$ cat src/rtl/bus_control_sequencer_pkg.sv
// Shared encodings for the hardwired bus control sequencer: bus source selects,
// opcodes and the sequencer state enumeration.
package bus_ctrl_pkg;

    localparam logic [4:0] BUS_R0    = 5'd0;
    localparam logic [4:0] BUS_HI    = 5'd16;
    localparam logic [4:0] BUS_LO    = 5'd17;
    localparam logic [4:0] BUS_ZLOW  = 5'd18;
    localparam logic [4:0] BUS_ZHIGH = 5'd19;
    localparam logic [4:0] BUS_PC    = 5'd20;
    localparam logic [4:0] BUS_MDR   = 5'd21;
    localparam logic [4:0] BUS_NONE  = 5'd22;
    localparam logic [4:0] BUS_CSIGN = 5'd23;

    localparam logic [4:0] OP_ADD  = 5'd0;
    localparam logic [4:0] OP_SUB  = 5'd1;
    localparam logic [4:0] OP_AND  = 5'd2;
    localparam logic [4:0] OP_OR   = 5'd3;
    localparam logic [4:0] OP_ADDI = 5'd4;
    localparam logic [4:0] OP_MUL  = 5'd5;
    localparam logic [4:0] OP_DIV  = 5'd6;

    typedef enum logic [2:0] {
        ST_IDLE,
        ST_T0,
        ST_T1,
        ST_T2,
        ST_T3,
        ST_T4,
        ST_T5,
        ST_T6
    } state_t;

    // Opcodes are dense from 0, so legality is a single range check.
    function automatic logic op_legal(input logic [4:0] op);
        return op <= OP_DIV;
    endfunction

    function automatic logic op_muldiv(input logic [4:0] op);
        return (op == OP_MUL) || (op == OP_DIV);
    endfunction

endpackage

$ cat src/rtl/bus_control_sequencer_if.sv
// Handshake and control lines between the sequencer (master) and the
// datapath / memory interface (slave).
interface bus_control_sequencer_if;

    logic        start;
    logic [31:0] ir;
    logic        mem_ready;
    logic [4:0]  bus_sel;
    logic        pc_in;
    logic        mar_in;
    logic        mdr_in;
    logic        ir_in;
    logic        y_in;
    logic        z_in;
    logic        hi_in;
    logic        lo_in;
    logic        reg_in;
    logic [3:0]  reg_dst;
    logic        inc_pc;
    logic        mem_read;
    logic [4:0]  alu_op;
    logic        busy;
    logic        done;
    logic        illegal;

    modport master (
        input  start, ir, mem_ready,
        output bus_sel, pc_in, mar_in, mdr_in, ir_in, y_in, z_in, hi_in, lo_in,
               reg_in, reg_dst, inc_pc, mem_read, alu_op, busy, done, illegal
    );

    modport slave (
        output start, ir, mem_ready,
        input  bus_sel, pc_in, mar_in, mdr_in, ir_in, y_in, z_in, hi_in, lo_in,
               reg_in, reg_dst, inc_pc, mem_read, alu_op, busy, done, illegal
    );

endinterface

$ cat src/rtl/bus_control_sequencer.sv
// Hardwired fetch/execute control sequencer: one state register plus a
// combinational decode of state and IR into bus select and load strobes.
module bus_control_sequencer
    import bus_ctrl_pkg::*;
(
    input  logic clock,
    input  logic clear,
    bus_control_sequencer_if.master ctl
);

    state_t     state;
    state_t     state_next;
    logic       t1_waited;
    logic [4:0] op;
    logic [3:0] ra;
    logic [3:0] rb;
    logic [3:0] rc;
    logic       ir_unused;

    assign op        = ctl.ir[31:27];
    assign ra        = ctl.ir[26:23];
    assign rb        = ctl.ir[22:19];
    assign rc        = ctl.ir[18:15];
    assign ir_unused = ^ctl.ir[14:0];

    // t1_waited marks T1 cycles after the first, so the PC load fires only once.
    always_ff @(posedge clock) begin
        if (clear) begin
            state     <= ST_IDLE;
            t1_waited <= 1'b0;
        end else begin
            state     <= state_next;
            t1_waited <= (state == ST_T1) && !ctl.mem_ready;
        end
    end

    always_comb begin
        state_next = state;
        case (state)
            ST_IDLE: if (ctl.start) state_next = ST_T0;
            ST_T0:   state_next = ST_T1;
            ST_T1:   if (ctl.mem_ready) state_next = ST_T2;
            ST_T2:   state_next = ST_T3;
            ST_T3:   state_next = op_legal(op) ? ST_T4 : ST_IDLE;
            ST_T4:   state_next = ST_T5;
            ST_T5:   state_next = op_muldiv(op) ? ST_T6 : ST_IDLE;
            ST_T6:   state_next = ST_IDLE;
            default: state_next = ST_IDLE;
        endcase
    end

    always_comb begin
        ctl.bus_sel  = BUS_NONE;
        ctl.pc_in    = 1'b0;
        ctl.mar_in   = 1'b0;
        ctl.mdr_in   = 1'b0;
        ctl.ir_in    = 1'b0;
        ctl.y_in     = 1'b0;
        ctl.z_in     = 1'b0;
        ctl.hi_in    = 1'b0;
        ctl.lo_in    = 1'b0;
        ctl.reg_in   = 1'b0;
        ctl.reg_dst  = 4'd0;
        ctl.inc_pc   = 1'b0;
        ctl.mem_read = 1'b0;
        ctl.alu_op   = 5'd0;
        ctl.done     = 1'b0;
        ctl.illegal  = 1'b0;
        ctl.busy     = (state != ST_IDLE);
        case (state)
            ST_IDLE: ;
            ST_T0: begin
                ctl.bus_sel = BUS_PC;
                ctl.mar_in  = 1'b1;
                ctl.inc_pc  = 1'b1;
                ctl.z_in    = 1'b1;
            end
            ST_T1: begin
                ctl.bus_sel  = BUS_ZLOW;
                ctl.pc_in    = !t1_waited;
                ctl.mem_read = 1'b1;
                ctl.mdr_in   = 1'b1;
            end
            ST_T2: begin
                ctl.bus_sel = BUS_MDR;
                ctl.ir_in   = 1'b1;
            end
            // An illegal opcode still shows rb on the bus but loads nothing.
            ST_T3: begin
                ctl.bus_sel = BUS_R0 + {1'b0, rb};
                ctl.y_in    = op_legal(op);
                ctl.illegal = !op_legal(op);
            end
            ST_T4: begin
                ctl.bus_sel = (op == OP_ADDI) ? BUS_CSIGN : BUS_R0 + {1'b0, rc};
                ctl.z_in    = 1'b1;
                ctl.alu_op  = op;
            end
            ST_T5: begin
                ctl.bus_sel = BUS_ZLOW;
                ctl.reg_dst = ra;
                ctl.lo_in   = op_muldiv(op);
                ctl.reg_in  = !op_muldiv(op);
                ctl.done    = !op_muldiv(op);
            end
            ST_T6: begin
                ctl.bus_sel = BUS_ZHIGH;
                ctl.hi_in   = 1'b1;
                ctl.done    = 1'b1;
            end
            default: ;
        endcase
    end

endmodule

$ cat src/flat_wrapper.sv
// flat-port wrapper written by rule: the top's interface ports become plain ports
module bus_control_sequencer_flat import bus_ctrl_pkg::*;
  (clock, clear, ctl_start, ctl_ir, ctl_mem_ready, ctl_bus_sel, ctl_pc_in, ctl_mar_in, ctl_mdr_in, ctl_ir_in, ctl_y_in, ctl_z_in, ctl_hi_in, ctl_lo_in, ctl_reg_in, ctl_reg_dst, ctl_inc_pc, ctl_mem_read, ctl_alu_op, ctl_busy, ctl_done, ctl_illegal);
  bus_control_sequencer_if ctl_i ();
  input  logic clock;
  input  logic clear;
  input wire logic [$bits(ctl_i.start)-1:0] ctl_start;
  input wire logic [$bits(ctl_i.ir)-1:0] ctl_ir;
  input wire logic [$bits(ctl_i.mem_ready)-1:0] ctl_mem_ready;
  output wire logic [$bits(ctl_i.bus_sel)-1:0] ctl_bus_sel;
  output wire logic [$bits(ctl_i.pc_in)-1:0] ctl_pc_in;
  output wire logic [$bits(ctl_i.mar_in)-1:0] ctl_mar_in;
  output wire logic [$bits(ctl_i.mdr_in)-1:0] ctl_mdr_in;
  output wire logic [$bits(ctl_i.ir_in)-1:0] ctl_ir_in;
  output wire logic [$bits(ctl_i.y_in)-1:0] ctl_y_in;
  output wire logic [$bits(ctl_i.z_in)-1:0] ctl_z_in;
  output wire logic [$bits(ctl_i.hi_in)-1:0] ctl_hi_in;
  output wire logic [$bits(ctl_i.lo_in)-1:0] ctl_lo_in;
  output wire logic [$bits(ctl_i.reg_in)-1:0] ctl_reg_in;
  output wire logic [$bits(ctl_i.reg_dst)-1:0] ctl_reg_dst;
  output wire logic [$bits(ctl_i.inc_pc)-1:0] ctl_inc_pc;
  output wire logic [$bits(ctl_i.mem_read)-1:0] ctl_mem_read;
  output wire logic [$bits(ctl_i.alu_op)-1:0] ctl_alu_op;
  output wire logic [$bits(ctl_i.busy)-1:0] ctl_busy;
  output wire logic [$bits(ctl_i.done)-1:0] ctl_done;
  output wire logic [$bits(ctl_i.illegal)-1:0] ctl_illegal;
  assign ctl_i.start = ctl_start;
  assign ctl_i.ir = ctl_ir;
  assign ctl_i.mem_ready = ctl_mem_ready;
  assign ctl_bus_sel = ctl_i.bus_sel;
  assign ctl_pc_in = ctl_i.pc_in;
  assign ctl_mar_in = ctl_i.mar_in;
  assign ctl_mdr_in = ctl_i.mdr_in;
  assign ctl_ir_in = ctl_i.ir_in;
  assign ctl_y_in = ctl_i.y_in;
  assign ctl_z_in = ctl_i.z_in;
  assign ctl_hi_in = ctl_i.hi_in;
  assign ctl_lo_in = ctl_i.lo_in;
  assign ctl_reg_in = ctl_i.reg_in;
  assign ctl_reg_dst = ctl_i.reg_dst;
  assign ctl_inc_pc = ctl_i.inc_pc;
  assign ctl_mem_read = ctl_i.mem_read;
  assign ctl_alu_op = ctl_i.alu_op;
  assign ctl_busy = ctl_i.busy;
  assign ctl_done = ctl_i.done;
  assign ctl_illegal = ctl_i.illegal;
  bus_control_sequencer u_core (.clock(clock), .clear(clear), .ctl(ctl_i));
endmodule
$ cat config.mk
export PLATFORM = sky130hd
export DESIGN_NAME = bus_control_sequencer_flat
export DESIGN_NICKNAME = d
export VERILOG_FILES = /design/src/rtl/bus_control_sequencer_pkg.sv /design/src/rtl/bus_control_sequencer_if.sv /design/src/rtl/bus_control_sequencer.sv /design/src/flat_wrapper.sv
export SDC_FILE = /design/constraint.sdc
export NUM_CORES = 1
export LEC_CHECK = 0
export ABC_AREA = 1
export BUFFER_PORTS_ARGS = -buffer_cell sky130_fd_sc_hd__buf_4
export CAP_MARGIN = 25
export CORE_MARGIN = 3
export CORE_UTILIZATION = 30
export CTS_BUF_LIST = sky130_fd_sc_hd__clkbuf_4 sky130_fd_sc_hd__clkbuf_8 sky130_fd_sc_hd__clkbuf_16
export DETAILED_ROUTE_END_ITERATION = 12
export PLACE_DENSITY = 0.75
export SYNTH_ARGS = -nofsm -noshare
export SYNTH_HDL_FRONTEND = slang
export SYNTH_SLANG_ARGS = --single-unit
export TNS_END_PERCENT = 10
$ cat constraint.sdc
create_clock -name clock -period 1.4 [get_ports clock]
set_clock_uncertainty 0.05 [all_clocks]
set_input_delay 0 -clock clock [delete_from_list [all_inputs] [get_ports clock]]
set_output_delay 0 -clock clock [all_outputs]
set_load 0.05 [all_outputs]
==> results of run 1 <==
per-layer routing:
layer,vias to the layer above,share of wire [%]
li1,408,-
met1,330,41
met2,24,52
met3,0,7.5
met4,0,0
met5,-,0
power groups by stage:
stage               Combinational, mW  Sequential, mW  Clock (mW)
floorplan                       0.334           0.137           0
global placement                0.457           0.148           0
detailed placement              0.462           0.148           0
CTS                             0.468           0.149       0.145
global route                    0.512           0.154       0.153
finish                          0.475           0.152       0.137
registers in the layout, indices dropped and copies added (netlist names):
| signal | cells |
|---|---|
| u_core.t1_waited | 1 |
| u_core.state | 3 |
repair_timing:
action | in CTS | in global routing
cloned | 0 | 0
setup endpoints to repair | 17 | 13
pin swaps | 0 | 1
hold endpoints to repair | 3 | 0
gates resized for setup | 4 | 13
hold buffers | 2 | 0
critical path, stage by stage (launching register included):
cell and delay (ns):
dfxtp_4 0.36, inv_4 0.09, nand2_2 0.07, nor2_4 0.17
a21boi_2 0.19, buf_6 0.17
placed cells by master (no fill, tap or decap), types with 2 or more instances in the layout:
master          n
a21oi_1         3
dlygate4sd3_1   2
inv_1          28
buf_4          45
nor2_2          3
inv_2           2
buf_6           5
nor2_1         19
nand3_2         2
clkbuf_4        3
nand2_1        26
nand3_1         8
dfxtp_4         2
cell families (layout without fill, tap and decap cells):
logic type | count (synthesis) | in the layout | share of synthesized area [%]
AND/OR/NAND/NOR | 62 | 62 | 50.7
buffers and inverters | 34 | 86 | 27.4
AO/OA/AOI/OAI | 6 | 6 | 6.49
flip-flops | 4 | 4 | 15.4
how the worst min path moves through the flow:
stage / start / end / cells past startpoint
after detailed placement: clear / u_core.state[1]$_SDFFE_PP0P_ / 2
after CTS: ctl_ir[31] / u_core.state[1]$_SDFFE_PP0P_ / 4
final: ctl_ir[31] / u_core.state[1]$_SDFFE_PP0P_ / 4
after global routing: ctl_ir[31] / u_core.state[1]$_SDFFE_PP0P_ / 4
after floorplan: clear / u_core.state[1]$_SDFFE_PP0P_ / 1
after global placement: clear / u_core.state[1]$_SDFFE_PP0P_ / 2
stage by stage:
stage / utilization (%) / hold slack [ns] / std cells
5_1_grt: 62.2 / 0.104 / 174
2_1_floorplan: - / 0.0191 / 106
3_3_place_gp: 56.6 / 0.135 / 169
3_5_place_dp: 56.6 / 0.144 / 169
4_1_cts: 59.5 / 0.133 / 174
6_report: 62.2 / 0.0845 / 174
area by class of cell:
class                   count  area, um^2
clock buffers               3        22.5
fillers                   159         596
inverters                  31         119
multi-input cells          68         317
flip-flops and latches      4        88.8
well taps                  16        20.0
repair buffers             52         414
==> out/summary.txt, run 1 <==
NetSw: 379 uW
Rel. slew slack: 84.2%
CTS tree: done
Post-Place Worst Slack: 0.173 ns
LEAKAGE: 0.643 nW
part of the power in combinational logic: 62.2%
launch point of the worst reg-to-reg path: u_core.state[0]$_SDFFE_PP0P_
yosys warns: 0
# IOs: 64
# DRC: 0
final wirelength: 1810 um
Async SR Flop Fraction: 0%
Post-CTS Setup Repair Bufs: 0
die area: 0.00227 mm^2
r2r worst-path depth: 8
final hold vios: 0
Worst Path Required: 1.35 ns
Worst Max-Slew Pin Slew: 0.236 ns
Sw Share: 49.6%
total congestion overflow: 0
Die W: 47.7 um
drt wl/cell: 10.4 um
gate count after technology mapping: 106
Post-Place Cell Area: 892 um^2
area delta synth->final: 88.5%
Yosys reg bits: 4
Initial Util: 33.0%
worst r2r dst: u_core.state[0]$_SDFFE_PP0P_
Worst Path Max Fanout: 6
DR pass1 iterations: 4
met1 usage: 19.2%
VDD IR max: 0.000698 V
top cells by instance count after synthesis: inv_1 (30), nand2_1 (26), nor2_1 (21)
largest net degree at the start of global routing: 9
worst setup path category: flip-flop to output port
final antenna diode count: 0
Arr. time, crit path: 1.29 ns
fmax: 748 MHz
grt peak-use layer: met2
worst min path class: input port to flip-flop
core area: 0.00158 mm^2
later-pin clock latency in the skew report: 0.23 ns
synth unique cells: 17
most common cell in the netlist: inv_1
met2 global-route usage: 27.0%
crit path launch: u_core.state[1]$_SDFFE_PP0P_
final setup fails: 0
nets@finish: 196
Post-Syn Nets: 142
Top FF cell, synth: dfxtp_1
Detail Placement HPWL: 1490 um
TritonCTS buffer count: 3
Critical Path End Type: output port
H-tree levels: 1
vias in the first global route: 582
initial antenna violation count: 0
internal power: 385 uW
PwrDens: 779 mW/mm^2
Synth top area share: 21.6%
Power Total: 764 uW
synthesized area: 520 um^2
Final Max Slew Viols: 0
PortBufs: 48
Total GRT Usage: 15.5%
Via-to-Cell Ratio: 4.38
first-pass GRT wire length: 2550 um
Worst Setup Slack, final: 0.0638 ns
Final Cycle Share: 95.4%
clk root buf: clkbuf_4
deepest clock path buffer count: 2
Die H: 47.7 um
Initial DRC Count: 8
M3 GR Usage: 4.89%
layout cells sized above 1: 42.4%
MaxCap Viol Count: 0
number of synthesized flops with an enable pin: 0
post-route antenna net violation count: 0
placer congestion estimate: 0.808
sequential share of power: 19.8%
Tmin final: 1.34 ns
setup TNS after final layout: 0 ns
cell type with the largest total area after synthesis: inv_1
largest cells by area after synthesis: inv_1 (22%), nand2_1 (19%), dfxtp_1 (15%)
vias post-DR: 762
Final Instance Area: 981 um^2
RSZ-0062 raised after global routing: yes
Site Rows: 14
Syn Area/Cell: 4.91 um^2
outcome: finished clean
crit start category: flip-flop
Clock Pin Slew Worst Setup and Hold Paths: 0.04 ns
crit path to: ctl_illegal
share of total power in the clock network: 18.0%
clock sink count: 4
sequential-to-total area share from yosys stat: 15.4%
Reg2Reg Setup Slack: 0.27 ns
Note: power is estimated with default switching activity, not from simulation.
==> run 2, diff against run 1 <==
==> constraint.sdc (replaced) <==
create_clock -name clock -period 1.3 [get_ports clock]
set_clock_uncertainty 0.05 [all_clocks]
set_input_delay 0 -clock clock [delete_from_list [all_inputs] [get_ports clock]]
set_output_delay 0 -clock clock [all_outputs]
set_load 0.05 [all_outputs]
==> run 2 against run 1 <==
The flow now finishes with violations (negative setup slack). First-iteration DRC count rose by 75%. Critical endpoint unchanged. Critical path depth did not move. Clock power rose by 11%. Combinational power rose by 22%. Final area rose by 15%. Sequential share of layout area fell by 0.97 points. Flip-flop and latch count did not move. Cell count rose by 2.9%. Register-to-register slack got worse by 0.19 ns.
==> out/summary.txt, run 2 (synthesis results as in run 1) <==
nets@finish: 201
r2r worst-path depth: 9
crit start category: flip-flop
# IOs: 64
Via-to-Cell Ratio: 4.72
DR pass1 iterations: 4
utilization after layout: 71.7%
CP Buf/Inv Count: 2
Worst Max-Slew Pin Slew: 0.238 ns
part of the power in combinational logic: 64.6%
Tmin final: 1.34 ns
max reg flops: 3
Sw Share: 49.3%
Worst path slowest cell: dfxtp_4
initial antenna violation count: 0
layout cells sized above 1: 54.6%
Die H: 47.7 um
vias in the first global route: 673
RSZ-0062 raised after global routing: yes
worst r2r dst: u_core.state[0]$_SDFFE_PP0P_
Worst Setup Slack, final: -0.0363 ns
Critical Path End Type: output port
Layout fillers: 139
Clock Pin Slew Worst Setup and Hold Paths: 0.04 ns
final antenna diode count: 0
final setup fails: 4
Largest regs: u_core.state x3, u_core.t1_waited x1
Post-Place Cell Area: 923 um^2
later-pin clock latency in the skew report: 0.24 ns
Crit path max-delay family: flip-flops
Initial Util: 33.0%
failing checks: negative setup slack
VDD IR max: 0.000712 V
launch point of the worst reg-to-reg path: u_core.state[0]$_SDFFE_PP0P_
internal power: 456 uW
MaxCap Viol Count: 0
fmax: 748 MHz
WHS Path Cells: 4
LEAKAGE: 0.685 nW
Total GRT Usage: 16.8%
Finished Layout Cells: 179
Multi-input gate area: 373 um^2
Final Cycle Share: 103%
Post-Place Worst Slack: 0.0949 ns
share of total power in the clock network: 16.9%
worst min path class: input port to flip-flop
Final Max Slew Viols: 0
post-route antenna net violation count: 0
first-pass GRT wire length: 2710 um
clock sink count: 4
Reg2Reg Setup Slack: 0.08 ns
Hold Path End: u_core.state[1]$_SDFFE_PP0P_
clk root buf: clkbuf_4
CTS tree: done
commonest non-fill, non-tap cell in the layout: buf_4
origin of the worst min-delay path: ctl_ir[31]
deepest clock path buffer count: 2
CP cell instances: inv_4, nand2_4, nor2_4, a21boi_2, buf_6
area delta synth->final: 117%
Worst Path Required: 1.25 ns
most frequent cells in the layout: buf_4 (39), inv_1 (25), nand2_1 (25)
Worst Path Max Fanout: 6
Site Rows: 14
Rel. slew slack: 84.1%
PortBufs: 48
Biggest register: u_core.state
# DRC: 0
core area: 0.00158 mm^2
sequential share of power: 18.5%
Initial DRC Count: 14
placer congestion estimate: 0.814
Die W: 47.7 um
PwrDens: 795 mW/mm^2
drt wl/cell: 11.9 um
Detail Placement HPWL: 1560 um
TritonCTS buffer count: 3
slowest cell delay on critical path: 0.36 ns
H-tree levels: 1
Arr. time, crit path: 1.29 ns
FF+latch area: 91.3 um^2
NetSw: 443 uW
largest net degree at the start of global routing: 8
outcome: complete, but fails checks
worst setup path category: flip-flop to output port
Final Instance Area: 0.00113 mm^2
setup TNS after final layout: -0.0634 ns
die area: 0.00227 mm^2
placed cell count: 171
total congestion overflow: 0
final hold vios: 0
final wirelength: 2130 um
vias post-DR: 845
## run 2: stage by stage
step / total power, mW / hold slack [ns]
after global placement: 0.673 / 0.134
after floorplan: 0.521 / 0.0191
after detailed placement: 0.681 / 0.138
after CTS: 0.855 / 0.0732
after global routing: 0.954 / 0.118
final: 0.899 / 0.0942
## run 2: area by class of cell
class,instances,area share [%]
Multi-Input combinational cell,68,33.0
Clock buffer,3,1.99
Timing Repair Buffer,57,44.6
Tap cell,16,1.77
Sequential cell,4,8.08
Inverter,31,10.5
## run 2: layer usage
metal  GRT usage [%]  share of wire [%]
met2            31.8                 55
met3            4.89                6.6
met5               0                  0
met4            3.23                  0
met1            18.4                 38
## run 2: power groups by stage
stage	Combinational [mW]	Clock [mW]	Sequential (mW)
after floorplan	0.372	0	0.149
after global placement	0.514	0	0.159
after detailed placement	0.521	0	0.159
after CTS	0.536	0.159	0.161
after global routing	0.617	0.169	0.168
final	0.581	0.152	0.166
## run 2: worst max path at each step
stage | start | endpoint | slack, ns | cells past startpoint
final | u_core.state[1]$_SDFFE_PP0P_ | ctl_illegal | -0.04 | 5
after CTS | u_core.state[1]$_SDFFE_PP0P_ | ctl_alu_op[1] | -0.03 | 5
after floorplan | u_core.state[1]$_SDFFE_PP0P_ | ctl_bus_sel[4] | -0.20 | 4
after global placement | u_core.state[2]$_SDFFE_PP0P_ | ctl_lo_in | 0.11 | 5
after global routing | u_core.state[1]$_SDFFE_PP0P_ | ctl_illegal | -0.07 | 5
after detailed placement | u_core.state[2]$_SDFFE_PP0P_ | ctl_lo_in | 0.09 | 5
## run 2: timing repair
| item | CTS | global route |
|---|---|---|
| setup buffers | 0 | 3 |
| gates resized for setup | 21 | 26 |
| pin swaps | 2 | 2 |
| hold buffers | 2 | 0 |
| hold endpoints to repair | 4 | 0 |
| setup endpoints to repair | 22 | 19 |
## run 2: worst register-to-register path: cells and delay by family (launching register included)
family,cells,cell delay (ns)
flops,1,0.36
buf+inv,3,0.25
simple gates,6,0.46
